--- src/rtl/uart_tx_scheduler.sv ---
// Shares one UART transmitter between a 1-deep command-echo buffer and a
// 12-byte telemetry frame generator (on-demand or periodic), round-robin arbitrated.
module uart_tx_scheduler #(
   parameter int REPORT_PERIOD = 50000000,
   parameter int ACK_TIMEOUT   = 255
) (
   input  logic        clk,
   input  logic        rst,
   input  logic        echo_valid,
   input  logic [7:0]  echo_data,
   output logic        echo_ready,
   input  logic        report_req,
   input  logic        auto_en,
   input  logic [15:0] solar_th,
   input  logic [63:0] th_pack,
   input  logic        idle_ready_tx,
   output logic        start_tx,
   output logic [7:0]  data_tx,
   output logic        busy,
   output logic [7:0]  frames_sent
);

   localparam int TW = $clog2(REPORT_PERIOD);
   localparam int AW = $clog2(ACK_TIMEOUT + 1);
   localparam logic [TW-1:0] TIMER_LAST = TW'(REPORT_PERIOD - 1);
   localparam logic [AW-1:0] ACK_LAST   = AW'(ACK_TIMEOUT - 1);

   typedef enum logic [1:0] {IDLE, SEND, WAIT_LOW, WAIT_HIGH} state_t;
   typedef enum logic {SRC_ECHO, SRC_REPORT} src_t;

   state_t        state;
   src_t          src;
   src_t          last_grant;
   logic          echo_full;
   logic [7:0]    echo_buf;
   logic          pending;
   logic [TW-1:0] timer;
   logic [AW-1:0] ack_cnt;
   logic [3:0]    idx;
   logic [15:0]   snap_solar;
   logic [63:0]   snap_pack;
   logic          tick;
   logic          grant_echo;
   logic          grant_frame;

   function automatic logic [7:0] frame_checksum(input logic [15:0] s, input logic [63:0] p);
      logic [7:0] cs;
      cs = s[15:8] ^ s[7:0];
      for (int i = 0; i < 8; i++) cs = cs ^ p[8*i +: 8];
      return cs;
   endfunction

   function automatic logic [7:0] frame_byte(input logic [3:0] i, input logic [15:0] s,
                                             input logic [63:0] p);
      logic [7:0] b;
      case (i)
         4'd0:    b = 8'h54;
         4'd1:    b = s[15:8];
         4'd2:    b = s[7:0];
         4'd3:    b = p[63:56];
         4'd4:    b = p[55:48];
         4'd5:    b = p[47:40];
         4'd6:    b = p[39:32];
         4'd7:    b = p[31:24];
         4'd8:    b = p[23:16];
         4'd9:    b = p[15:8];
         4'd10:   b = p[7:0];
         default: b = frame_checksum(s, p);
      endcase
      return b;
   endfunction

   assign tick       = auto_en && (timer == TIMER_LAST);
   assign echo_ready = !echo_full;
   assign busy       = (state != IDLE);

   always_comb begin
      grant_echo  = 1'b0;
      grant_frame = 1'b0;
      if (state == IDLE && idle_ready_tx) begin
         if (echo_full && pending) begin
            if (last_grant == SRC_REPORT) grant_echo = 1'b1;
            else                          grant_frame = 1'b1;
         end else if (echo_full) begin
            grant_echo = 1'b1;
         end else if (pending) begin
            grant_frame = 1'b1;
         end
      end
   end

   // Payload registers carry no reset; they are only read after being loaded.
   always_ff @(posedge clk) begin
      if (grant_frame) begin
         snap_solar <= solar_th;
         snap_pack  <= th_pack;
      end
      if (echo_valid && !echo_full) echo_buf <= echo_data;
   end

   always_ff @(posedge clk or negedge rst) begin
      if (!rst) begin
         state       <= IDLE;
         src         <= SRC_ECHO;
         last_grant  <= SRC_REPORT;
         echo_full   <= 1'b0;
         pending     <= 1'b0;
         timer       <= '0;
         ack_cnt     <= '0;
         idx         <= 4'd0;
         start_tx    <= 1'b0;
         data_tx     <= 8'h00;
         frames_sent <= 8'h00;
      end else begin
         if (!auto_en || tick) timer <= '0;
         else                  timer <= timer + 1'b1;

         // A request landing on the grant cycle keeps pending set for one more frame.
         pending <= (pending && !grant_frame) || report_req || tick;

         if (echo_valid && !echo_full) echo_full <= 1'b1;

         start_tx <= 1'b0;
         case (state)
            IDLE: begin
               if (grant_echo) begin
                  src        <= SRC_ECHO;
                  last_grant <= SRC_ECHO;
                  data_tx    <= echo_buf;
                  start_tx   <= 1'b1;
                  state      <= SEND;
               end else if (grant_frame) begin
                  src        <= SRC_REPORT;
                  last_grant <= SRC_REPORT;
                  idx        <= 4'd0;
                  data_tx    <= 8'h54;
                  start_tx   <= 1'b1;
                  state      <= SEND;
               end
            end
            SEND: begin
               ack_cnt <= '0;
               state   <= WAIT_LOW;
               if (src == SRC_ECHO) echo_full <= 1'b0;
            end
            WAIT_LOW: begin
               // A UART that never acknowledges is assumed to have taken the byte.
               if (!idle_ready_tx || ack_cnt == ACK_LAST) state <= WAIT_HIGH;
               else                                       ack_cnt <= ack_cnt + 1'b1;
            end
            WAIT_HIGH: begin
               if (idle_ready_tx) begin
                  if (src == SRC_REPORT && idx != 4'd11) begin
                     idx      <= idx + 4'd1;
                     data_tx  <= frame_byte(idx + 4'd1, snap_solar, snap_pack);
                     start_tx <= 1'b1;
                     state    <= SEND;
                  end else begin
                     if (src == SRC_REPORT) frames_sent <= frames_sent + 8'd1;
                     state <= IDLE;
                  end
               end
            end
            default: state <= IDLE;
         endcase
      end
   end

endmodule

--- config.mk ---
export PLATFORM = sky130hd
export DESIGN_NAME = uart_tx_scheduler
export DESIGN_NICKNAME = d
export VERILOG_FILES = /design/src/rtl/uart_tx_scheduler.sv
export SDC_FILE = /design/constraint.sdc
export NUM_CORES = 1
export LEC_CHECK = 0
export CAP_MARGIN = 10
export CORE_MARGIN = 2
export CORE_UTILIZATION = 25
export CTS_BUF_LIST = sky130_fd_sc_hd__clkbuf_16
export DETAILED_ROUTE_END_ITERATION = 8
export PLACE_DENSITY = 0.49
export SLEW_MARGIN = 20
export SYNTH_ARGS = -nofsm -noshare
export SYNTH_HDL_FRONTEND = slang
export SYNTH_SLANG_ARGS = --single-unit
--- constraint.sdc ---
create_clock -name clk -period 3.62 [get_ports clk]
set_input_delay 0.724 -clock clk [delete_from_list [all_inputs] [get_ports clk]]
set_output_delay 0.724 -clock clk [all_outputs]
set_load 0.05 [all_outputs]
==> results_dict.tcl, run 1 <==
set metrics [dict create \
    place_congestion 0.923 \
    netlist_area_um2 7990 \
    seq_area_frac_synth_pct 52.2 \
    clock_latency_ns 0.43 \
    cts.path.max_buffers 2 \
    leakage_nw 3.69 \
    fin_crit_sh_pct 82.7 \
    finalCriticalPeriod_ns 2.99 \
    syn_to_final_growth_pct 26.7 \
    cts_num_sinks 149 \
    synth_edf_count 88 \
    yosys.area.top_type "edfxtp_1" \
    cts_root_buffer "clkbuf_16" \
    rows 65 \
    post_dp_cell_area_um2 9580 \
    core_um2 31600 \
    cp-start-kind "flip-flop" \
    cts.hold.buffers_added 0 \
    synth_cells 696 \
    ys_warn_count 0 \
    cp.required_ns 3.91 \
    numCtsBuffers 17 \
    finalSetupViolCount 0 \
    cp_top_family "compound AO/OA/AOI/OAI gates" \
    timing.rr.end "data_tx[0]" \
    cts_max_level 4 \
    r2r_cells 7 \
    hold_viol_final 0 \
    power.total_mw 6.60 \
    status "completed" \
    overflow 0 \
    reg2reg_slack_ns 0.63 \
    dr.pass1.iters 5 \
    critical_path.startpoint "idx[0]" \
    synth_top_area_share_pct 33.1 \
    portBuffers 112 \
    synth_common_cells "edfxtp_1 (88), xnor2_1 (72), dfrtp_1 (60)" \
    cp_slowest_cell "ha_1" \
    hold_class "input port to asynchronous set/reset pin" \
    wl_per_cell_um 18.4 \
    cts_tree "done" \
    yosys-top-cells-area "edfxtp_1 (33%), dfrtp_1 (19%), xnor2_1 (7.9%), xor2_1 (3.1%), nand3_1 (2.5%)" \
    worstMarginPinSlew_ns 0.876 \
    cp_data_arrival_time_ns 3.29 \
    drive_gt1_share_pct 9.77 \
    path_class "flip-flop to flip-flop" \
    powerDensity_nw_per_um2 652 \
    timing.rr.start "idx[0]" \
    dpl.hpwl_mm 16.8 \
    finalWirelength_mm 22.7 \
    yosysUniqueCellTypes 83 \
    synthFlopType "edfxtp_1" \
    drcViolationCount 0 \
    cts.clk_slew.worst_paths_ns 0.06 \
    grt_usage_pct 13.9 \
    syn_nets 803 \
    viasPerCell 4.86 \
    grt_pass1_wl_mm 35.4 \
    stdcell_area_um2 10100 \
    drv_cap 0 \
    antenna_found_initial 0 \
    synthArstFlopShare_pct 40.9 \
    die_x_um 183 \
    path_cells "ha_1 > o31a_1 > o32ai_2 > a31oi_2 > and2_4 > nor4b_4 > a311oi_2" \
    rsz0062_at_grt "no" \
    slowest_delay_ns 0.75 \
    crit_fanout 21 \
    die_h_um 183 \
    fin_tns_setup_ns 0 \
    slew_violations 0 \
    max_slew_margin_pct 41.1 \
    cp-end-kind "flip-flop" \
    finalNetCount 923 \
    dieArea_um2 33400 \
    clock.fmax_ghz 0.334 \
    start_util_pct 25.3 \
    avgSynthCellArea_um2 11.5 \
    cts_resized 0 \
    ys_ff_latch 149 \
    vdd_drop_max_mv 0.254 \
    path_buf_inv 0 \
    diodes 0 \
    drtIter0Drc 554 \
    synth.most_common_cell "edfxtp_1" \
    postCtsSetupBuffers 0 \
    grt_pass1_vias 6066 \
    pin_count 113 \
    skew_ns 0.00779 \
    routed-via-count 5985 \
    drtAntennaViolNets 0 \
    grt_max_degree 40 \
]
[area by class of cell]
type	instances	area (um2)
Tap cell	402	503
Clock buffer	17	425
Multi-Input combinational cell	500	3570
Timing Repair Buffer	132	1280
Fill cell	3205	21400
Clock inverter	15	119
Inverter	16	61.3
Sequential cell	149	4170
[registers in the layout, summed over array words and instances (netlist names), 2 cells and up]
register     count
snap_solar      16
timer           26
state            2
snap_pack       64
frames_sent      8
data_tx          8
echo_buf         8
ack_cnt          8
idx              4
[cell families after synthesis]
kind of cell	synth area share [%]
AO/OA/AOI/OAI	13.5
XOR/XNOR	11.8
multiplexers	1.46
AND/OR/NAND/NOR	15.8
buffers and inverters	3.22
flip-flops	52.2
adder cells (fa/ha/maj)	2.03
[how the worst max path moves through the flow]
stage            endpoint  slack, ns  cells after the start
6_report       data_tx[0]       0.63                      7
5_1_grt        data_tx[4]       0.46                      7
4_1_cts        data_tx[0]       0.70                      7
3_5_place_dp   data_tx[0]       0.69                      7
3_3_place_gp   data_tx[0]       0.77                      7
2_1_floorplan      idx[3]       0.13                      7
[report_power, final]
| group | switching, mW | internal (mW) | leakage (nW) |
|---|---|---|---|
| logic | 1.48 | 1.05 | 1.82 |
| clock network | 0.710 | 0.934 | 0.260 |
| registers | 0.301 | 2.13 | 1.61 |
[stage by stage]
step	utilization (%)	std cells	hold slack, ns	setup slack [ns]
after detailed placement	30.4	1199	0.474	0.693
after CTS	32.1	1231	0.483	0.700
after floorplan	-	696	0.428	0.125
final	32.1	1231	0.289	0.625
after global routing	32.1	1231	0.318	0.455
after global placement	30.4	1199	0.463	0.768
[placed cells by master (no fill, tap or decap), types with 4 or more instances in the layout]
cell type / count
a21oi_1: 17
a22o_1: 11
a22oi_1: 12
a31oi_1: 4
a32oi_1: 13
and3_1: 18
and4_1: 4
buf_4: 20
clkbuf_16: 17
clkdlybuf4s50_1: 111
clkinvlp_4: 4
dfrtp_1: 60
edfxtp_1: 88
ha_1: 13
inv_1: 17
mux2_2: 4
nand2_1: 50
nand2b_1: 9
nand3_1: 40
nand4_1: 13
nor2_1: 47
nor2b_1: 9
nor3_1: 6
nor4_1: 4
o2111ai_1: 5
o211a_1: 4
o211ai_1: 7
o21ai_0: 23
o21ai_1: 4
o22ai_1: 7
or3_1: 4
xnor2_1: 72
xor2_1: 28
[per-layer routing]
metal | vias up | global-route usage (%) | share of wire [%]
met3 | 42 | 2.84 | 5.4
met4 | 0 | 5.47 | 2.3
met5 | - | 0 | 0
met1 | 2880 | 18.6 | 46
met2 | 228 | 22.1 | 46
li1 | 2835 | - | -
No activity file was read; power rests on OpenSTA's default activity.
==> run 2: changes to the inputs <==
- clock period: 3.62 -> 2.91 ns (I/O delays scaled with it)
==> run 2 against run 1 <==
Effect of this change:
- worst setup slack worse by 0.48 ns
- final cell count increased by 1.3%
- register-to-register slack got worse by 0.21 ns
- critical path type is now flip-flop to primary output
- worst hold slack lost 0.13 ns
==> results_dict.tcl, run 2 (synthesis gave the netlist of run 1 again) <==
set metrics [dict create \
    status "completed" \
    finalWirelength_mm 23.0 \
    clock.fmax_ghz 0.362 \
    worstMarginPinSlew_ns 0.734 \
    placedCellCount 1215 \
    hold_viol_final 0 \
    drcViolationCount 0 \
    path_cells "inv_1 > ha_1 > inv_1 > clkdlybuf4s50_1" \
    place_congestion 0.870 \
    cts.hold.buffers_added 0 \
    rsz0062_at_grt "no" \
    stdcell_count 1247 \
    finalNetCount 939 \
    timing.rr.start "idx[1]" \
    cp.required_ns 2.33 \
    cp-start-kind "flip-flop" \
    cts_num_sinks 149 \
    cts_tree "done" \
    n_fill_cell 3157 \
    r2r_cells 8 \
    largest_reg_flops 64 \
    cts.path.max_buffers 2 \
    leakage_nw 3.82 \
    fin_crit_sh_pct 95.0 \
    dieArea_um2 33400 \
    cts.clk_slew.worst_paths_ns 0.06 \
    antenna_found_initial 0 \
    wl_per_cell_um 18.5 \
    drtIter0Drc 565 \
    mostFrequentLayoutCells "clkdlybuf4s50_1 (111), edfxtp_1 (88), xnor2_1 (72), dfrtp_1 (60), nand2_1 (50)" \
    syn_to_final_growth_pct 29.6 \
    grt_usage_pct 14.2 \
    timing.rr.end "data_tx[3]" \
    die_h_um 183 \
    overflow 0 \
    postCtsSetupBuffers 0 \
    routed-via-count 6050 \
    cts_max_level 4 \
    numCtsBuffers 17 \
    finalCriticalPeriod_ns 2.76 \
    cts_resized 0 \
    grt_pass1_wl_mm 35.8 \
    drtAntennaViolNets 0 \
    skew_ns 0.00833 \
    vdd_drop_max_mv 0.354 \
    layout_commonest_cell "clkdlybuf4s50_1" \
    largestRegisters "snap_pack x64, timer x26, snap_solar x16" \
    pin_count 113 \
    cp_slowest_cell "clkdlybuf4s50_1" \
    dpl.hpwl_mm 16.9 \
    drive_gt1_share_pct 11.8 \
    start_util_pct 25.3 \
    slew_violations 0 \
    powerDensity_nw_per_um2 843 \
    regMostFlops "snap_pack" \
    slowest_delay_ns 0.82 \
    finalSetupViolCount 0 \
    final_util_pct 32.8 \
    grt_pass1_vias 6150 \
    dr.pass1.iters 5 \
    portBuffers 112 \
    path_class "flip-flop to primary output" \
    die_x_um 183 \
    rows 65 \
    hold_class "input port to asynchronous set/reset pin" \
    clock_latency_ns 0.43 \
    crit_fanout 6 \
    fin_tns_setup_ns 0 \
    cts_root_buffer "clkbuf_16" \
    power.total_mw 8.74 \
    drv_cap 0 \
    max_slew_margin_pct 50.9 \
    core_um2 31600 \
    crit_top_cell "inv_1" \
    diodes 0 \
    viasPerCell 4.85 \
    reg2reg_slack_ns 0.42 \
    cp-end-kind "primary output" \
    grt_max_degree 62 \
    cp_data_arrival_time_ns 2.18 \
]
==> run 2: cell types whose count changed in the layout (fill, tap and decap cells not counted), moves of 2 or more <==
cell | before | now
clkinv_4 | 3 | 1
buf_4 | 20 | 33
clkinv_2 | 2 | 4
buf_12 | 1 | 3
inv_1 | 17 | 15
bufinv_16 | 1 | 5
==> run 2: metal layers <==
metal	global-route usage, %	part of all wire, %	vias up
li1	-	-	2868
met1	19.7	47	2895
met2	21.7	45	245
met3	2.80	5.6	42
met4	5.98	2.8	0
met5	0	0	-
==> run 2: cell type report <==
class,count,area [um2],area share [%]
tap,402,503,4.85
timing repair buffer,148,1420,13.7
clock buffer,17,425,4.11
inverter,16,63.8,0.616
sequential,149,4170,40.2
multi-input combinational,500,3570,34.4
clock inverter,15,210,2.03
==> run 2: per-stage QoR <==
| stage | cell area, um2 | hold WS (ns) | setup slack, ns |
|---|---|---|---|
| 2_1_floorplan | 8000 | 0.286 | 0.138 |
| 3_3_place_gp | 9730 | 0.468 | 0.396 |
| 3_5_place_dp | 9730 | 0.471 | 0.353 |
| 4_1_cts | 10400 | 0.171 | 0.0998 |
| 5_1_grt | 10400 | 0.180 | 0.00884 |
| 6_report | 10400 | 0.159 | 0.146 |
==> run 2: how the worst max path moves through the flow <==
stage / depth (start not counted) / startpoint / slack [ns] / to
floorplan: 7 / idle_ready_tx / 0.14 / idx[3]
global placement: 7 / idle_ready_tx / 0.40 / data_tx[0]
detailed placement: 7 / idle_ready_tx / 0.35 / data_tx[0]
CTS: 4 / state[0] / 0.1 / busy
global route: 4 / state[0] / 0.009 / busy
finish: 4 / state[0] / 0.15 / busy
==> run 2: where the power goes <==
part | switching [mW] | total, mW | internal (mW)
sequential | 0.346 | 2.99 | 2.64
clock | 0.906 | 2.42 | 1.51
combinational | 1.91 | 3.33 | 1.42
==> run 2: worst max-delay path: cells and delay by family (launching register included) <==
family,cells,cell delay [ns]
buffers and inverters,3,1.05
adder cells (fa/ha/maj),1,0.28
flip-flops,1,0.43
==> run 3: changes to the inputs <==
- CORE_UTILIZATION: 25 -> 60
- PLACE_DENSITY: 0.49 -> default
- PLACE_DENSITY_LB_ADDON: default -> 0.3
- clock period: 2.91 -> 3.2 ns (I/O delays scaled with it)
==> run 3 against run 2 <==
Effect of this change:
- non-clock buffer count fell by 14
- largest cell class unchanged
- critical path depth rose by 3
- final cell count fell by 19%
- register-to-register slack got worse by 0.09 ns
- critical path type is now flip-flop to flip-flop
- largest power group unchanged
- worst hold slack improved by 0.057 ns
- via count rose by 4.3%
- clock-buffer cell count rose by 1
- clock power fell by 19%
- highest routed layer unchanged
- worst setup slack improved by 0.18 ns
==> results_dict.tcl, run 3 (synthesis gave the netlist of run 1 again) <==
set metrics [dict create \
    largest_reg_flops 64 \
    p_comb_share_pct 38.0 \
    vdd_drop_max_mv 0.501 \
    numCtsBuffers 17 \
    layout_commonest_cell "clkdlybuf4s50_1" \
    diodes 0 \
    cp-start-kind "flip-flop" \
    powerDensity_nw_per_um2 768 \
    antenna_found_initial 0 \
    postCtsSetupBuffers 0 \
    skew_ns 0.00796 \
    cts.path.max_buffers 2 \
    hold_viol_final 0 \
    dpl.hpwl_mm 14.8 \
    finalCriticalPeriod_ns 2.87 \
    slew_violations 0 \
    max_slew_margin_pct 29.9 \
    leakage_nw 3.72 \
    n_fill_cell 937 \
    cp_data_arrival_time_ns 3.17 \
    largestRegisters "snap_pack x64, timer x26, snap_solar x16" \
    dieArea_um2 14300 \
    reg2reg_slack_ns 0.33 \
    status "completed" \
    die_h_um 119 \
    finalNetCount 925 \
    crit_fanout 21 \
    finalSetupViolCount 0 \
    hold_class "input port to asynchronous set/reset pin" \
    r2r_cells 7 \
    cts_root_buffer "clkbuf_16" \
    clock.fmax_ghz 0.348 \
    clock_latency_ns 0.43 \
    p_int_mw 4.72 \
    p_seq_share_pct 36.1 \
    timing.rr.start "idx[0]" \
    slowest_delay_ns 0.68 \
    pin_count 113 \
    grt_usage_pct 30.6 \
    syn_to_final_growth_pct 23.5 \
    grt_pass1_wl_mm 33.5 \
    path_class "flip-flop to flip-flop" \
    cp-end-kind "flip-flop" \
    p_clk_share_pct 25.9 \
    grt_pass1_vias 6327 \
    cts.clk_slew.worst_paths_ns 0.06 \
    rows 42 \
    viasPerCell 6.27 \
    wl_per_cell_um 21.0 \
    fin_crit_sh_pct 89.7 \
    cts_tree "done" \
    drtAntennaViolNets 0 \
    timing.rr.end "data_tx[0]" \
    cts_resized 0 \
    portBuffers 112 \
    p_switching_mw 2.86 \
    sw_frac_of_total_pct 37.8 \
    mostFrequentLayoutCells "clkdlybuf4s50_1 (111), edfxtp_1 (88), xnor2_1 (72), dfrtp_1 (60), nand2_1 (50)" \
    start_util_pct 60.8 \
    cts_num_sinks 149 \
    drcViolationCount 0 \
    fin_tns_setup_ns 0 \
    regMostFlops "snap_pack" \
    place_congestion 0.970 \
    dr.pass1.iters 8 \
    grt_max_degree 45 \
    die_x_um 119 \
    drive_gt1_share_pct 10.3 \
    drv_cap 0 \
    worstMarginPinSlew_ns 1.04 \
    cts.hold.buffers_added 0 \
    cp_slowest_cell "ha_1" \
    cts_max_level 4 \
    cp.required_ns 3.50 \
    whs_ns 0.216 \
    path_cells "ha_1 > nor2b_1 > a22o_1 > a22oi_1 > nand4_2 > nor4b_4 > a311oi_2" \
    drtIter0Drc 740 \
    finalWirelength_mm 21.1 \
    routed-via-count 6313 \
    overflow 0 \
    core_um2 13100 \
    rsz0062_at_grt "no" \
]
## run 3: cell count changes in the layout (fill, tap and decap cells not counted), sizes merged
cell      before  now
clkinvlp       3    1
inv           16   25
bufinv         5    1
clkinv         7    3
buf           37   23
clkbuf        17   18
## run 3: routing by layer
layer,share of wire (%),routed length (um),global-route usage [%],vias up
met5,0,0,0,-
met4,3.5,733,13.2,0
met3,9.0,1900,7.85,89
met2,47,9890,47.6,388
met1,41,8570,41.1,2998
li1,-,-,-,2838
## run 3: critical path, delay by kind of cell (launching register included)
family          cells  cell delay [ns]
simple gates        3             0.82
fa+ha+maj           1             0.68
flops               1             0.66
compound gates      3             0.57
## run 3: worst max path at each step
| stage | start | depth (start not counted) | end | slack [ns] |
|---|---|---|---|---|
| 5_1_grt | idx[0] | 7 | data_tx[0] | 0.12 |
| 6_report | idx[0] | 7 | data_tx[0] | 0.33 |
| 4_1_cts | idx[0] | 7 | data_tx[0] | 0.34 |
| 3_5_place_dp | idx[0] | 7 | data_tx[0] | 0.41 |
| 3_3_place_gp | idx[0] | 7 | data_tx[0] | 0.56 |
| 2_1_floorplan | idle_ready_tx | 7 | idx[3] | 0.37 |
## run 3: power by group through the flow
stage                     Clock [mW]  Sequential (mW)  Combinational (mW)
after detailed placement           0             2.76                2.80
after floorplan                    0             2.81                1.87
after CTS                       1.98             2.73                2.83
after global placement             0             2.74                2.75
after global routing            2.05             2.77                3.07
final                           1.96             2.74                2.88
## run 3: layout make-up
type,count,area (um2),share of cell area (%)
Timing Repair Buffer,134,1280,13.0
Multi-Input combinational cell,500,3570,36.1
Tap cell,176,220,2.23
Sequential cell,149,4170,42.2
Inverter,16,63.8,0.646
Clock inverter,14,120,1.22
Clock buffer,18,450,4.56
## run 3: per-stage QoR
stage          util (%)  cells  area [um2]  setup WS [ns]  power, mW
3_5_place_dp       70.8    975        9300          0.413       5.56
6_report           75.2   1007        9870          0.329       7.58
3_3_place_gp       70.8    975        9300          0.557       5.49
4_1_cts            75.1   1007        9870          0.341       7.54
2_1_floorplan         -    696        8000          0.370       4.68
5_1_grt            75.2   1007        9870          0.124       7.90
